### config.mk
export PLATFORM = sky130hd
export DESIGN_NAME = pc_flow_unit
export DESIGN_NICKNAME = d
export VERILOG_FILES = /design/src/rtl/pc_flow_unit.sv
export SDC_FILE = /design/constraint.sdc
export NUM_CORES = 1
export LEC_CHECK = 0
export ABC_AREA = 1
export BUFFER_PORTS_ARGS = -buffer_cell sky130_fd_sc_hd__buf_2
export CAP_MARGIN = 20
export CORE_MARGIN = 2
export CORE_UTILIZATION = 55
export DETAILED_ROUTE_END_ITERATION = 8
export PLACE_DENSITY = 0.74
export SETUP_SLACK_MARGIN = 0.4
export SLEW_MARGIN = 25
export SYNTH_ARGS = -nofsm -noshare
export SYNTH_HDL_FRONTEND = slang
export SYNTH_SLANG_ARGS = --single-unit
### constraint.sdc
create_clock -name clk -period 4.41 [get_ports clk]
set_input_delay 0.441 -clock clk [delete_from_list [all_inputs] [get_ports clk]]
set_output_delay 0.441 -clock clk [all_outputs]
set_load 0.01 [all_outputs]
### src/rtl/pc_flow_unit.sv
// pc_flow_unit: program counter with increment / jump / conditional branch
// selection and an internal call/return stack.
//
// One operation is applied per enabled clock edge. The new pc is visible
// right after the edge that applied the op, and 'taken' is registered so it
// lines up with that new pc value. Stack overflow and underflow attempts
// do not corrupt the stack. They fall through to pc+1 and raise sticky
// error flags instead.
//
// There are no valid/ready handshakes on this block. 'en' is a plain
// qualifier: when it is low, all architectural state holds and only
// err_clr acts.

module pc_flow_unit #(
    parameter int                ADDR_W   = 16,
    parameter int                RS_DEPTH = 8,
    parameter logic [ADDR_W-1:0] RESET_PC = '0,
    localparam int               CNT_W    = $clog2(RS_DEPTH + 1)
) (
    input  logic              clk,
    input  logic              rst,
    input  logic              en,
    input  logic [2:0]        op,
    input  logic [ADDR_W-1:0] target,
    input  logic [3:0]        cond_mask,
    input  logic [3:0]        flags,
    input  logic              err_clr,
    output logic [ADDR_W-1:0] pc,
    output logic              taken,
    output logic [CNT_W-1:0]  rs_count,
    output logic              rs_full,
    output logic              rs_empty,
    output logic              err_ovf,
    output logic              err_unf
);

    // Opcode encoding from the control unit; 5..7 fall into the INC default.
    localparam logic [2:0] OP_INC  = 3'd0;
    localparam logic [2:0] OP_JMP  = 3'd1;
    localparam logic [2:0] OP_BCC  = 3'd2;
    localparam logic [2:0] OP_CALL = 3'd3;
    localparam logic [2:0] OP_RET  = 3'd4;

    // Stack index width. RS_DEPTH >= 2, so this is at least 1 bit.
    localparam int IDX_W = $clog2(RS_DEPTH);

    localparam logic [CNT_W-1:0] DEPTH_C = CNT_W'(RS_DEPTH);
    localparam logic [CNT_W-1:0] ONE_C   = CNT_W'(1);

    // Architectural state.
    logic [ADDR_W-1:0] pc_q,    pc_d;
    logic              taken_q, taken_d;
    logic [CNT_W-1:0]  cnt_q,   cnt_d;
    logic              ovf_q,   ovf_d;
    logic              unf_q,   unf_d;

    // Return-address storage. It has no reset because its contents are only
    // meaningful below cnt_q.
    logic [ADDR_W-1:0] stack_q [RS_DEPTH];

    // Datapath helpers.
    logic [ADDR_W-1:0] pc_inc;
    logic [IDX_W-1:0]  push_idx;
    logic [IDX_W-1:0]  pop_idx;
    logic              full;
    logic              empty;
    logic              cond_hit;
    logic              push;

    // Sequential pc+1 wraps naturally at 2^ADDR_W. The push slot is the
    // current count and the pop slot is one below it. Both indices are
    // truncated casts: a push only happens when not full and a pop only
    // when not empty, so the truncated value is always in range whenever
    // it is actually used.
    always_comb begin
        pc_inc   = pc_q + ADDR_W'(1);
        push_idx = IDX_W'(cnt_q);
        pop_idx  = IDX_W'(cnt_q - ONE_C);
        full     = (cnt_q == DEPTH_C);
        empty    = (cnt_q == '0);
        cond_hit = |(cond_mask & flags);
    end

    // Next-state selection for pc, stack depth, taken and the sticky errors.
    // Clearing is applied first, so an error raised in the same cycle as
    // err_clr overrides the clear.
    always_comb begin
        pc_d    = pc_q;
        cnt_d   = cnt_q;
        taken_d = 1'b0;
        push    = 1'b0;
        ovf_d   = ovf_q & ~err_clr;
        unf_d   = unf_q & ~err_clr;

        if (en) begin
            pc_d = pc_inc;
            case (op)
                OP_JMP: begin
                    pc_d    = target;
                    taken_d = 1'b1;
                end
                OP_BCC: begin
                    if (cond_hit) begin
                        pc_d    = target;
                        taken_d = 1'b1;
                    end
                end
                OP_CALL: begin
                    if (!full) begin
                        push    = 1'b1;
                        cnt_d   = cnt_q + ONE_C;
                        pc_d    = target;
                        taken_d = 1'b1;
                    end else begin
                        ovf_d   = 1'b1;
                    end
                end
                OP_RET: begin
                    if (!empty) begin
                        cnt_d   = cnt_q - ONE_C;
                        pc_d    = stack_q[pop_idx];
                        taken_d = 1'b1;
                    end else begin
                        unf_d   = 1'b1;
                    end
                end
                default: begin
                    // INC and the unused encodings: sequential fetch.
                end
            endcase
        end
    end

    // Control registers. Reset is synchronous and active-low, and it
    // overrides en, op and err_clr.
    always_ff @(posedge clk) begin
        if (!rst) begin
            pc_q    <= RESET_PC;
            taken_q <= 1'b0;
            cnt_q   <= '0;
            ovf_q   <= 1'b0;
            unf_q   <= 1'b0;
        end else begin
            pc_q    <= pc_d;
            taken_q <= taken_d;
            cnt_q   <= cnt_d;
            ovf_q   <= ovf_d;
            unf_q   <= unf_d;
        end
    end

    // Return-address push. The stored value is the wrapped address of the
    // instruction after the CALL.
    always_ff @(posedge clk) begin
        if (rst && push) begin
            stack_q[push_idx] <= pc_inc;
        end
    end

    assign pc       = pc_q;
    assign taken    = taken_q;
    assign rs_count = cnt_q;
    assign rs_full  = full;
    assign rs_empty = empty;
    assign err_ovf  = ovf_q;
    assign err_unf  = unf_q;

endmodule

Yosys cells after proc, flatten, opt, wreduce, memory -nomap -nowiden --
Memories as Yosys holds them, arrays and structs flattened. Cells that the tools add are included.
Operators by class: bitwise operators 4, mux-type cells 21, $add $sub $neg 3, eq/ne operators 7, reductions and logical operators 6
Operator list (count):
- $pmux 16 s4 | 1
- $mux 16 | 3
- $add 16x1->16 const B | 1
- $mux 1 | 13
- $mux 4 | 2
- $pmux 4 s2 | 1
- $eq 3x2->1 const B | 2
- $add 4x1->4 const B | 1
- $and 4x4->4 | 1
- $eq 4x4->1 const B | 1
- $logic_not 4->1 | 1
- $ne 2x2->1 const B | 2
- $pmux 1 s4 | 1
- $reduce_and 4->1 | 1
- $reduce_or 4->1 | 1
- $sub 4x1->4 const B | 1
- $eq 3x1->1 const B | 1
- $eq 3x3->1 const B | 1
- $and 1x1->1 | 2
- $reduce_and 2->1 | 1
- $reduce_bool 2->1 | 1
- $logic_and 1x1->1 | 1
- $not 1->1 | 1
Word-level totals: output and inout port bits 25, logic and storage cells 47, memories 1, flip-flop bits (word level) 23, RAM bits 128, input port bits 31
Memory list:
- stack_q | depth 8, width 16, rd ports 1, clocked after memory_dff 0, wr ports 1, RTL line 59 | logic [ADDR_W-1:0] stack_q [RS_DEPTH];

Logic depth before layout (Yosys ltp) --
Gate-level depths: netlist of the first run.
word-level depth 7, mapped depth 14, gate-level depth less buffers 12

Worst setup path before layout of the first run --
Ideal clock, no wire load.
kind register to register, from reg cnt_q[0], in the netlist rs_count[0], to mem stack_q[7][0] (enable), stages on the path, launching flop included 8, data arrival time 2806 ps, period minus slack after synthesis 3236 ps, path slack 1174 ps, path through dfxtp_1 inv_2 buf_2 buf_2 ha_1 nand3_2 inv_2 nor4_1
On the way: word-level cells in the longest chain between the ends 7
Ends and longest elaborated chain:
- from (decl) | RTL line 53 | logic [CNT_W-1:0] cnt_q, cnt_d;
- from (signal assigned) | RTL line 146 | cnt_q <= cnt_d;
- $eq 4x4->1 | RTL line 79 | full = (cnt_q == DEPTH_C);
- net rs_full | RTL line 31 | output logic rs_full,
- $mux 1 | RTL line 109 | if (!full) begin
- $mux 1 | RTL line 97 | case (op)
- $mux 1 | RTL line 95 | if (en) begin
- $logic_and 1x1->1 | RTL line 155 | if (rst && push) begin
- $mux 1 | RTL line 155
- $mux 1 (not written as such) | RTL line 156 | stack_q[push_idx] <= pc_inc;
- to (decl) | RTL line 59
The timed path passes the listed nets, and every way through them passes these cells.

Worst setup path after layout of the first run --
from reg cnt_q[0], in the netlist rs_count[0], to reg pc_q[0], in the netlist pc[0]
On the way: word-level cells in the longest chain between the ends 4
Ends and longest elaborated chain:
- $sub 4x1->4
- $mem_v2 8x16
- $mux 16 | RTL line 119 | if (!empty) begin
- $pmux 16 s4 * | RTL line 97
- to (signal assigned) | RTL line 144 | pc_q <= pc_d;
- to (decl) | RTL line 51 | logic [ADDR_W-1:0] pc_q, pc_d;
Every way passes the cells marked *; elsewhere a longest branch is shown, timed or not. A chain may end at the register's enable or synchronous reset.

==> flow_summary_export.csv, run 1 <==
group,metric,value,unit
status,status,"finished, final reports clean",
sta,grt_setup_unrepaired,"no",
floorplan,coreArea,12100,µm²
setup_path,rr_startpoint,"rs_count[0]",
setup_path,cpMaxStageDelayCell,"xor2_2",
logic_synthesis,synthFlopType,"edfxtp_1",
setup_path,rr_endpoint,"pc[0]",
clock_tree,cts_buffer_depth,2,
clock_tree,cts_buffers,17,
logic_synthesis,yosys.area_share.simple,20.2,%
logic_synthesis,synth_fa_ha_area_share,0.732,%
sta,max_freq,0.392,GHz
grt,track_usage,26.6,%
grt,antenna_found_initial,0,
setup_path,r2r_cells,8,
sta,finalSetupViolations,0,
setup_path,crit_path_start,"rs_count[0]",
setup_path,endpoint,"pc[0]",
route,dr.first_iter.drc_count,615,
route,drc,0,
logic_synthesis,synth_warnings,0,
final_layout,final_util,64.7,%
pwr,power.total,3220,µW
logic_synthesis,synth-edff-count,128,
grt,grt_max_degree,70,
sta,slew_headroom,30.6,%
setup_path,reg2reg_slack,1.86,ns
logic_synthesis,seq_area_frac_synth,63.0,%
placed_design,portBuffers,55,
grt,grt_pass1_wl,26000,µm
final_layout,antenna_cells,0,
final_layout,seqCellArea,4310,µm²
floorplan,start_util,56.6,%
logic_synthesis,synth.cell_area,6830,µm²
logic_synthesis,synth_top_area_share,56.3,%
route,wire_per_inst,18.4,µm
setup_path,arrival,2.87,ns
clock_tree,clk_pin_slew_worst_paths,0.07,ns
pwr,p_leak,0.00301,µW
route,via_per_inst,5.76,
floorplan,die_h,115,µm
placed_design,dp_hpwl,10000,µm
sta,fin_crit,2.55,ns
final_layout,area.growth.synth_to_final,14.2,%
logic_synthesis,yosys.cell_types.count,38,
floorplan,dieWidth,115,µm
logic_synthesis,synth_xor_area_share,2.05,%
logic_synthesis,async_flop_share,0,%
hold_path,hold_path_class,"input port to register",
job,cap_violations,0,
sta,setup_tns,0,ns
final_layout,drive_gt1_share,16.8,%
logic_synthesis,synthCells,676,
clock_tree,clk_latency,0.43,ns
setup_path,worstPathCellList,"inv_2 > ha_1 > xor2_2 > o221ai_1 > nand3_1 > nand2_1 > nor2_1 > nor2_1",
final_layout,layout_common_cells,"133 x nand2_1, 128 x edfxtp_1, 116 x nor2_1",
sta,holdWs,0.290,ns
logic_synthesis,synth-compound-area-share,9.10,%
final_layout,post-route-cell-area,7800,µm²
setup_path,cp_max_fo,21,
logic_synthesis,yosys.area.top_type,"edfxtp_1",
sta,finalCritPeriodShare,57.9,%
setup_path,worst-setup-path-type,"register to register",
grt,grt_pass1_vias,5101,
clock_tree,cts_resized,0,
clock_tree,cts.sinks,151,
setup_path,critPathMaxStageDelay,0.84,ns
clock_tree,post_cts_buffers,0,
floorplan,num_rows,40,
logic_synthesis,yosys_register_bits,151,
pwr,powerDensity,412,nW/µm²
route,via_count,5243,
placed_design,dpl_cell_area,7250,µm²
logic_synthesis,muxShareOfSynthArea,0,%
floorplan,ios,56,
floorplan,die-area,13300,µm²
logic_synthesis,synth_area_leaders,"edfxtp_1 56%, nand2_1 7.3%, dfxtp_1 6.7%",
logic_synthesis,synth_top_family_by_area,"simple AND/OR/NAND/NOR gates",
sta,maxSlewViolCount,0,
sta,final-hold-violation-count,0,
final_layout,final_common_cell,"nand2_1",
sta,fin_skew,0.00913,ns
route,drt.antenna.violating_nets,0,
clock_tree,cts_hold_buf,0,
clock_tree,htreeDepth,4,
final_layout,multi_input_area,2210,µm²
grt,grt-ovfl-total,0,
route,dr.pass1.iters,8,
pwr,ir_drop,0.000378,V
route,detail_route.wirelength,16800,µm
clock_tree,cts-root-buf,"clkbuf_16",
clock_tree,cts_tree,"built",
setup_path,cp-end-kind,"register",
setup_path,critPathMostFrequentCell,"nor2_1",
final_layout,num-fill-cells,915,
logic_synthesis,syn_nets,711,
placed_design,gp_congestion,0.826,
sta,worstMarginPinSlew,1.04,ns
setup_path,critPathLaunchType,"register",
final_layout,fin_nets,765,
setup_path,required,4.72,ns
logic_synthesis,synth_area_per_cell,10.1,µm²
sequential cells by signal, summed over array words and instances (netlist names):
register	cells
err_ovf	1
pc	16
stack_q	128
taken	1
err_unf	1
rs_count	4
cell families after synthesis:
| group | count (synthesis) |
|---|---|
| compound gates | 109 |
| xor+xnor | 13 |
| fa+ha+maj | 4 |
| buf+inv | 75 |
| flops | 151 |
| simple gates | 324 |
worst min path at each step:
stage | from | endpoint | cells past startpoint
after global routing | target[2] | pc[2] | 3
after detailed placement | err_unf | err_unf | 2
after CTS | err_clr | err_unf | 4
final | err_clr | err_unf | 4
after floorplan | err_unf | err_unf | 2
after global placement | err_unf | err_unf | 2
layer usage:
| metal | global-route usage [%] | wire [µm] | vias up |
|---|---|---|---|
| li1 | - | - | 2427 |
| met1 | 33.5 | 6560 | 2475 |
| met2 | 43.0 | 8110 | 282 |
| met3 | 7.17 | 1540 | 59 |
| met4 | 12.9 | 573 | 0 |
| met5 | 0 | 0 | - |
where the power goes:
part / total, µW / internal [µW] / switching (µW)
logic: 264 / 81.5 / 182
clock network: 1360 / 779 / 579
registers: 1590 / 1570 / 21.3
area by class of cell:
| cell class | instances | share of cell area [%] |
|---|---|---|
| Clock buffer | 18 | 5.50 |
| Clock inverter | 14 | 1.62 |
| Inverter | 44 | 2.18 |
| Multi-Input combinational cell | 450 | 28.3 |
| Timing Repair Buffer | 66 | 4.58 |
| Tap cell | 168 | 2.69 |
| Sequential cell | 151 | 55.2 |
worst max-delay path, delay by kind of cell, from the launching register on:
kind	cells	cell delay [ns]
compound gates	1	0.30
xor+xnor	1	0.84
fa+ha+maj	1	0.37
buf+inv	1	0.28
flops	1	0.33
simple gates	4	0.32
cells in the mapped netlist (3+ instances only):
cell	number
a21oi_1	10
xnor2_1	3
o211ai_1	12
o21ai_0	62
inv_1	37
clkbuf_1	10
buf_4	6
xor2_1	8
nor2_1	116
nor2_2	3
nand2_1	133
nor3_1	5
nand3_1	50
o221ai_1	8
a31oi_1	3
buf_2	14
edfxtp_1	128
ha_1	4
dfxtp_1	23
inv_2	5
o21ai_1	10
nand2_2	5
metrics by stage:
stage / cells / setup slack (ns)
after global routing: 911 / 1.74
after floorplan: 676 / 1.17
after CTS: 911 / 1.92
final: 911 / 1.86
after global placement: 879 / 2.02
after detailed placement: 879 / 1.98
No activity file was read; power rests on OpenSTA's default activity.
==> run 2: changes to the inputs <==
Settings changed: ABC_AREA 1 to 0, CORE_UTILIZATION 55 to 53, PLACE_DENSITY 0.74 to 0.75.
Clock period 4.41 ns to 2.2 ns, I/O delays scaled along.
==> run 2 against run 1 <==
  * The run now ends with setup timing left
  * Total power grew 110%
  * Area after synthesis shrank 6.3%
  * Critical endpoint is now pc[10]
  * Worst hold slack lost 0.23 ns
  * Register-to-register slack lost 1.9 ns
  * Non-clock buffer count grew 79
  * Clock skew is essentially flat
  * Flip-flop and latch count is the same
  * Clock power grew 110%
  * Via count shrank 16%
  * Count of clock-buffer cells in the layout grew 5
  * Wire length grew 6.7%
==> flow_summary_export.csv, run 2 <==
group,metric,value,unit
setup_path,worst-setup-path-type,"register to register",
pwr,powerDensity,761,nW/µm²
logic_synthesis,synth_fa_ha_area_share,0.782,%
setup_path,arrival,2.60,ns
clock_tree,cts_buffers,17,
final_layout,area.growth.synth_to_final,39.2,%
logic_synthesis,synth_top_area_share,60.0,%
pwr,comb_power_share,9.9,%
status,status,"complete, but fails checks",
sta,fin_skew,0.00921,ns
logic_synthesis,synth-compound-area-share,6.14,%
final_layout,final_util,74.8,%
logic_synthesis,seq_area_frac_synth,67.2,%
pwr,switchingPower,1460,µW
logic_synthesis,ys_top_cells_by_count,"128 x edfxtp_1, 34 x nand2_1, 32 x mux4_2, 23 x dfxtp_1",
grt,antenna_found_initial,0,
pwr,p_sw_share,21.5,%
route,dr.first_iter.drc_count,498,
logic_synthesis,synth_area_per_cell,16.0,µm²
setup_path,cpMaxStageDelayCell,"mux4_2",
clock_tree,cts_tree,"built",
placed_design,gp_congestion,0.836,
logic_synthesis,yosys.cell_types.count,46,
sta,setup_ws,-0.0824,ns
clock_tree,clk_latency,0.43,ns
sta,finalCritPeriodShare,104,%
logic_synthesis,synth_xor_area_share,2.60,%
sta,setup_tns,-0.216,ns
logic_synthesis,async_flop_share,0,%
logic_synthesis,synth_top_family_by_area,"multiplexers",
clock_tree,cts-root-buf,"clkbuf_16",
sta,slew_headroom,53.9,%
floorplan,num_rows,40,
final_layout,num-fill-cells,619,
final_layout,final_common_cell,"edfxtp_1",
setup_path,reg2reg_slack,-0.08,ns
logic_synthesis,muxShareOfSynthArea,14.4,%
logic_synthesis,yosys.area.top_type,"edfxtp_1",
grt,grt_pass1_vias,4427,
route,detail_route.wirelength,17900,µm
setup_path,crit_buf_inv,2,
floorplan,coreArea,11900,µm²
clock_tree,clk_pin_slew_worst_paths,0.06,ns
job,cap_violations,0,
clock_tree,htreeDepth,4,
route,drc,0,
logic_synthesis,yosys.area_share.simple,6.74,%
sta,worstMarginPinSlew,0.687,ns
floorplan,dieWidth,114,µm
setup_path,cp_max_fo,4,
setup_path,path_delay_family,"multiplexers",
floorplan,start_util,53.7,%
grt,grt-ovfl-total,0,
placed_design,dp_hpwl,9220,µm
pwr,p_leak,0.00323,µW
placed_design,place_inst,620,
final_layout,layout_common_cells,"128 x edfxtp_1, 54 x buf_2, 45 x buf_4",
logic_synthesis,synthCells,400,
route,via_per_inst,6.30,
route,wire_per_inst,25.5,µm
final_layout,fin_nets,576,
logic_synthesis,synth_warnings,0,
pwr,pwr-share-clk,43.1,%
logic_synthesis,synth_most_common_cell,"edfxtp_1",
final_layout,largest_register_ffs,128,
route,dr.pass1.iters,5,
grt,grt_max_degree,35,
grt,track_usage,27.8,%
pwr,ir_drop,0.000494,V
clock_tree,cts_buffer_depth,2,
placed_design,preCtsSetupSlack,-0.0759,ns
clock_tree,cts_hold_buf,0,
logic_synthesis,synth.cell_area,6400,µm²
final_layout,antenna_cells,0,
logic_synthesis,synthFlopType,"edfxtp_1",
clock_tree,cts.sinks,151,
sta,final-hold-violation-count,0,
setup_path,critPathMaxStageDelay,0.51,ns
sta,maxSlewViolCount,0,
final_layout,largest-register,"stack_q",
setup_path,cp-end-kind,"register",
setup_path,critPathLaunchType,"register",
final_layout,drive_gt1_share,50.7,%
placed_design,portBuffers,55,
route,drt.antenna.violating_nets,0,
logic_synthesis,yosys_register_bits,151,
status,violations,"setup timing",
logic_synthesis,synth-edff-count,128,
route,via_count,4414,
final_layout,fin_cells,701,
sta,finalSetupViolations,14,
floorplan,die-area,13000,µm²
sta,grt_setup_unrepaired,"yes",
setup_path,required,2.52,ns
logic_synthesis,synth_area_leaders,"edfxtp_1 60%, mux4_2 11%, dfxtp_1 7.2%",
floorplan,ios,56,
setup_path,worstPathCellList,"inv_8 > ha_4 > xor2_4 > buf_12 > mux4_2 > mux2_4 > a221o_1 > a32o_1",
floorplan,die_h,114,µm
grt,grt_pass1_wl,25500,µm
sta,max_freq,0.438,GHz
pwr,p_seq_share,47.0,%
hold_path,hold_path_class,"input port to register",
logic_synthesis,syn_nets,435,
pwr,p_int,5320,µW
sta,fin_crit,2.28,ns
==> run 2: path summary, 6_finish.rpt <==
path                from      end  depth (start not counted)
min            target[5]    pc[5]                          3
min reg2reg      err_ovf  err_ovf                          2
max reg2reg  rs_count[0]   pc[10]                          8
max          rs_count[0]   pc[10]                          8
==> run 2: power by group through the flow <==
stage	Sequential, µW	Combinational [µW]	Clock, µW
after detailed placement	3240	490	0
final	3190	669	2920
after global routing	3190	704	3060
after CTS	3180	581	2930
after global placement	3240	475	0
after floorplan	3240	302	0
==> run 2: layout make-up <==
| cell class | count | area, µm² | share of cell area, % |
|---|---|---|---|
| multi-input combinational | 217 | 2400 | 26.9 |
| clock inverter | 9 | 125 | 1.40 |
| inverter | 9 | 43.8 | 0.491 |
| sequential | 151 | 4320 | 48.4 |
| timing repair buffer | 145 | 1380 | 15.5 |
| clock buffer | 23 | 468 | 5.25 |
| tap | 147 | 184 | 2.06 |
==> run 2: through the flow <==
step	total power [µW]	cell area, µm²	hold WS, ns
after CTS	6690	8540	0.0539
after global routing	6950	8910	0.0655
after detailed placement	3730	7360	0.495
after floorplan	3550	6630	0.372
after global placement	3720	7360	0.490
final	6780	8910	0.0587
==> run 2: routing by layer <==
layer  up-vias  track usage, %  share of wire [%]
met5         -               0                  0
met4         0            14.4                3.9
met3        61            6.27                7.0
met2       240            46.4                 52
met1      2247            34.3                 37
li1       1866               -                  -
==> run 2: cell families (layout without fill, tap and decap cells) <==
kind of cell,after synthesis,after routing
AO/OA/AOI/OAI,56,56
XOR/XNOR,19,19
adder cells (fa/ha/maj),4,4
buffers and inverters,32,186
flip-flops,151,151
multiplexers,50,50
AND/OR/NAND/NOR,88,88
==> run 2: repair_timing <==
action                                  CTS  global route
endpoints found under the setup margin  213           229
cloned                                    4             0
hold endpoints to repair                  0             0
gates resized for setup                  60            37
pin swaps                                15            21
buffers inserted                         24            21
==> run 2: worst reg2reg max path, cell delays in order, from the launching register on <==
cell and delay, ns:
dfxtp_4 0.36, inv_8 0.06, ha_4 0.15, xor2_4 0.19, buf_12 0.14, mux4_2 0.51
mux2_4 0.28, a221o_1 0.30, a32o_1 0.20
==> run 3: changes to the inputs <==
Clock period 2.2 ns to 1.9 ns, I/O delays scaled along.
==> run 3 against run 2 <==
  * The flow still finishes with violations (setup timing)
  * Largest cell class unchanged
  * Worst setup slack lost 0.41 ns
  * Highest routed layer unchanged
  * Clock skew up 0.00089 ns
  * Flip-flop and latch count stayed put
  * Critical path type unchanged
  * Critical endpoint is now pc[6]
==> flow_summary_export.csv, run 3 (synthesis gave the netlist of run 2 again) <==
group,metric,value,unit
final_layout,layout_common_cells,"128 x edfxtp_1, 56 x buf_4, 54 x buf_2",
route,detail_route.wirelength,19900,µm
sta,worstMarginPinSlew,0.613,ns
floorplan,die-area,13000,µm²
grt,grt_pass1_vias,4594,
sta,fin_crit,2.39,ns
final_layout,largest_register_ffs,128,
grt,grt_most_used_layer,"met2",
setup_path,rr_startpoint,"rs_count[0]",
final_layout,antenna_cells,0,
clock_tree,cts_buffer_depth,2,
sta,finalSetupViolations,151,
pwr,ir_drop,0.000654,V
setup_path,arrival,2.71,ns
setup_path,worst-setup-path-type,"register to register",
route,via_count,4723,
final_layout,final_util,77.2,%
clock_tree,clk_pin_slew_worst_paths,0.06,ns
pwr,p_leak,0.00339,µW
final_layout,fin_nets,595,
grt,antenna_found_initial,0,
setup_path,r2r_cells,12,
hold_path,hp-start,"target[9]",
sta,final-hold-violation-count,0,
placed_design,dp_hpwl,9840,µm
pwr,power.total,7980,µW
route,wire_per_inst,27.6,µm
sta,fin_skew,0.0101,ns
floorplan,dieWidth,114,µm
route,via_per_inst,6.56,
setup_path,cp_max_fo,10,
grt,met2_usage,47.9,%
grt,grt_util_met3,6.59,%
sta,maxSlewViolCount,0,
clock_tree,clk_latency,0.42,ns
clock_tree,cts.sinks,151,
final_layout,final_common_cell,"edfxtp_1",
pwr,powerDensity,868,nW/µm²
clock_tree,cts_buffers,17,
sta,grt_setup_unrepaired,"yes",
final_layout,multi_input_area,2460,µm²
grt,track_usage,28.6,%
route,dr.first_iter.drc_count,696,
grt,grt_pass1_wl,26700,µm
setup_path,rr_endpoint,"pc[6]",
clock_tree,cts_tree,"built",
sta,slew_headroom,58.8,%
floorplan,start_util,53.7,%
route,drc,0,
route,drt.antenna.violating_nets,0,
setup_path,critPathLaunchType,"register",
setup_path,endpoint,"pc[6]",
placed_design,portBuffers,55,
floorplan,coreArea,11900,µm²
floorplan,num_rows,40,
job,cap_violations,0,
setup_path,crit_path_start,"rs_count[0]",
grt,grt_use_met1,35.6,%
sta,finalCritPeriodShare,126,%
final_layout,seqCellArea,4360,µm²
final_layout,drive_gt1_share,54.8,%
setup_path,required,2.22,ns
sta,max_freq,0.419,GHz
final_layout,area.growth.synth_to_final,43.7,%
status,violations,"setup timing",
final_layout,num-fill-cells,598,
route,dr.pass1.iters,5,
placed_design,place_inst,635,
hold_path,hold_path_class,"input port to register",
final_layout,largest-register,"stack_q",
grt,grt_max_degree,35,
status,status,"complete, but fails checks",
placed_design,gp_congestion,0.834,
final_layout,fin_cells,720,
sta,setup_ws,-0.488,ns
floorplan,ios,56,
clock_tree,cts-root-buf,"clkbuf_16",
setup_path,cp-end-kind,"register",
grt,grt-ovfl-total,0,
clock_tree,htreeDepth,4,
setup_path,reg2reg_slack,-0.49,ns
floorplan,die_h,114,µm
## run 3: cell types whose count changed in the layout (fill, tap and decap cells not counted), moves of 4 or more
| cell | change |
|---|---|
| dfxtp_1 | -12 |
| buf_4 | +11 |
| dfxtp_4 | +11 |
| buf_6 | +9 |
| mux2_2 | +9 |
| mux2_4 | -9 |
| nand2_2 | -5 |
| nor4_2 | -4 |
| nor4_4 | +4 |
## run 3: worst max-delay path, stage by stage, from the launching register on
cell and delay (ns):
dfxtp_4 0.36, inv_8 0.05, buf_4 0.17, ha_4 0.15
nand3b_1 0.13, buf_4 0.17, buf_4 0.12, o211ai_1 0.29
a21o_1 0.25, buf_12 0.17, buf_4 0.12, nand2_1 0.08
a41oi_2 0.23
## run 3: area by class of cell
type | count | share of cell area, %
inverter | 9 | 0.476
timing repair buffer | 164 | 16.8
clock inverter | 14 | 1.89
tap | 147 | 2.00
sequential | 151 | 47.4
clock buffer | 18 | 4.67
multi-input combinational | 217 | 26.7
## run 3: worst min-delay path by stage
| stage | cells past startpoint | endpoint | slack [ns] |
|---|---|---|---|
| 4_1_cts | 3 | pc[9] | 0.03 |
| 5_1_grt | 3 | pc[9] | 0.05 |
| 3_3_place_gp | 3 | pc[5] | 0.47 |
| 2_1_floorplan | 2 | pc[4] | 0.33 |
| 6_report | 3 | pc[9] | 0.03 |
| 3_5_place_dp | 3 | pc[4] | 0.47 |
## run 3: metrics by stage
stage	hold WS, ns	area (µm²)	setup slack [ns]	TNS (ns)
global placement	0.467	7610	-0.303	-22.95
CTS	0.0340	8760	-0.359	-36.63
floorplan	0.335	6740	-0.476	-36.22
global route	0.0464	9200	-0.597	-62.05
detailed placement	0.472	7610	-0.388	-28.87
finish	0.0333	9200	-0.488	-52.46
## run 3: power by group
group          total (µW)  leakage (µW)  internal (µW)  switching (µW)
Combinational         828       0.00174            407             422
Sequential           3690       0.00137           3640            45.9
Clock                3460      0.000285           2080            1390
## run 3: routing by layer
layer	share of wire, %	vias to the layer above
met2	50	337
met1	37	2394
met5	0	-
met3	9.3	78
li1	-	1914
met4	4.2	0
## run 3: timing repair
item	CTS	global route
hold endpoints to repair	0	0
gates cloned	4	1
hold buffers	0	0
setup buffers	18	30
gates resized for setup	68	37
endpoints found under the setup margin	241	243
pin swaps	14	24
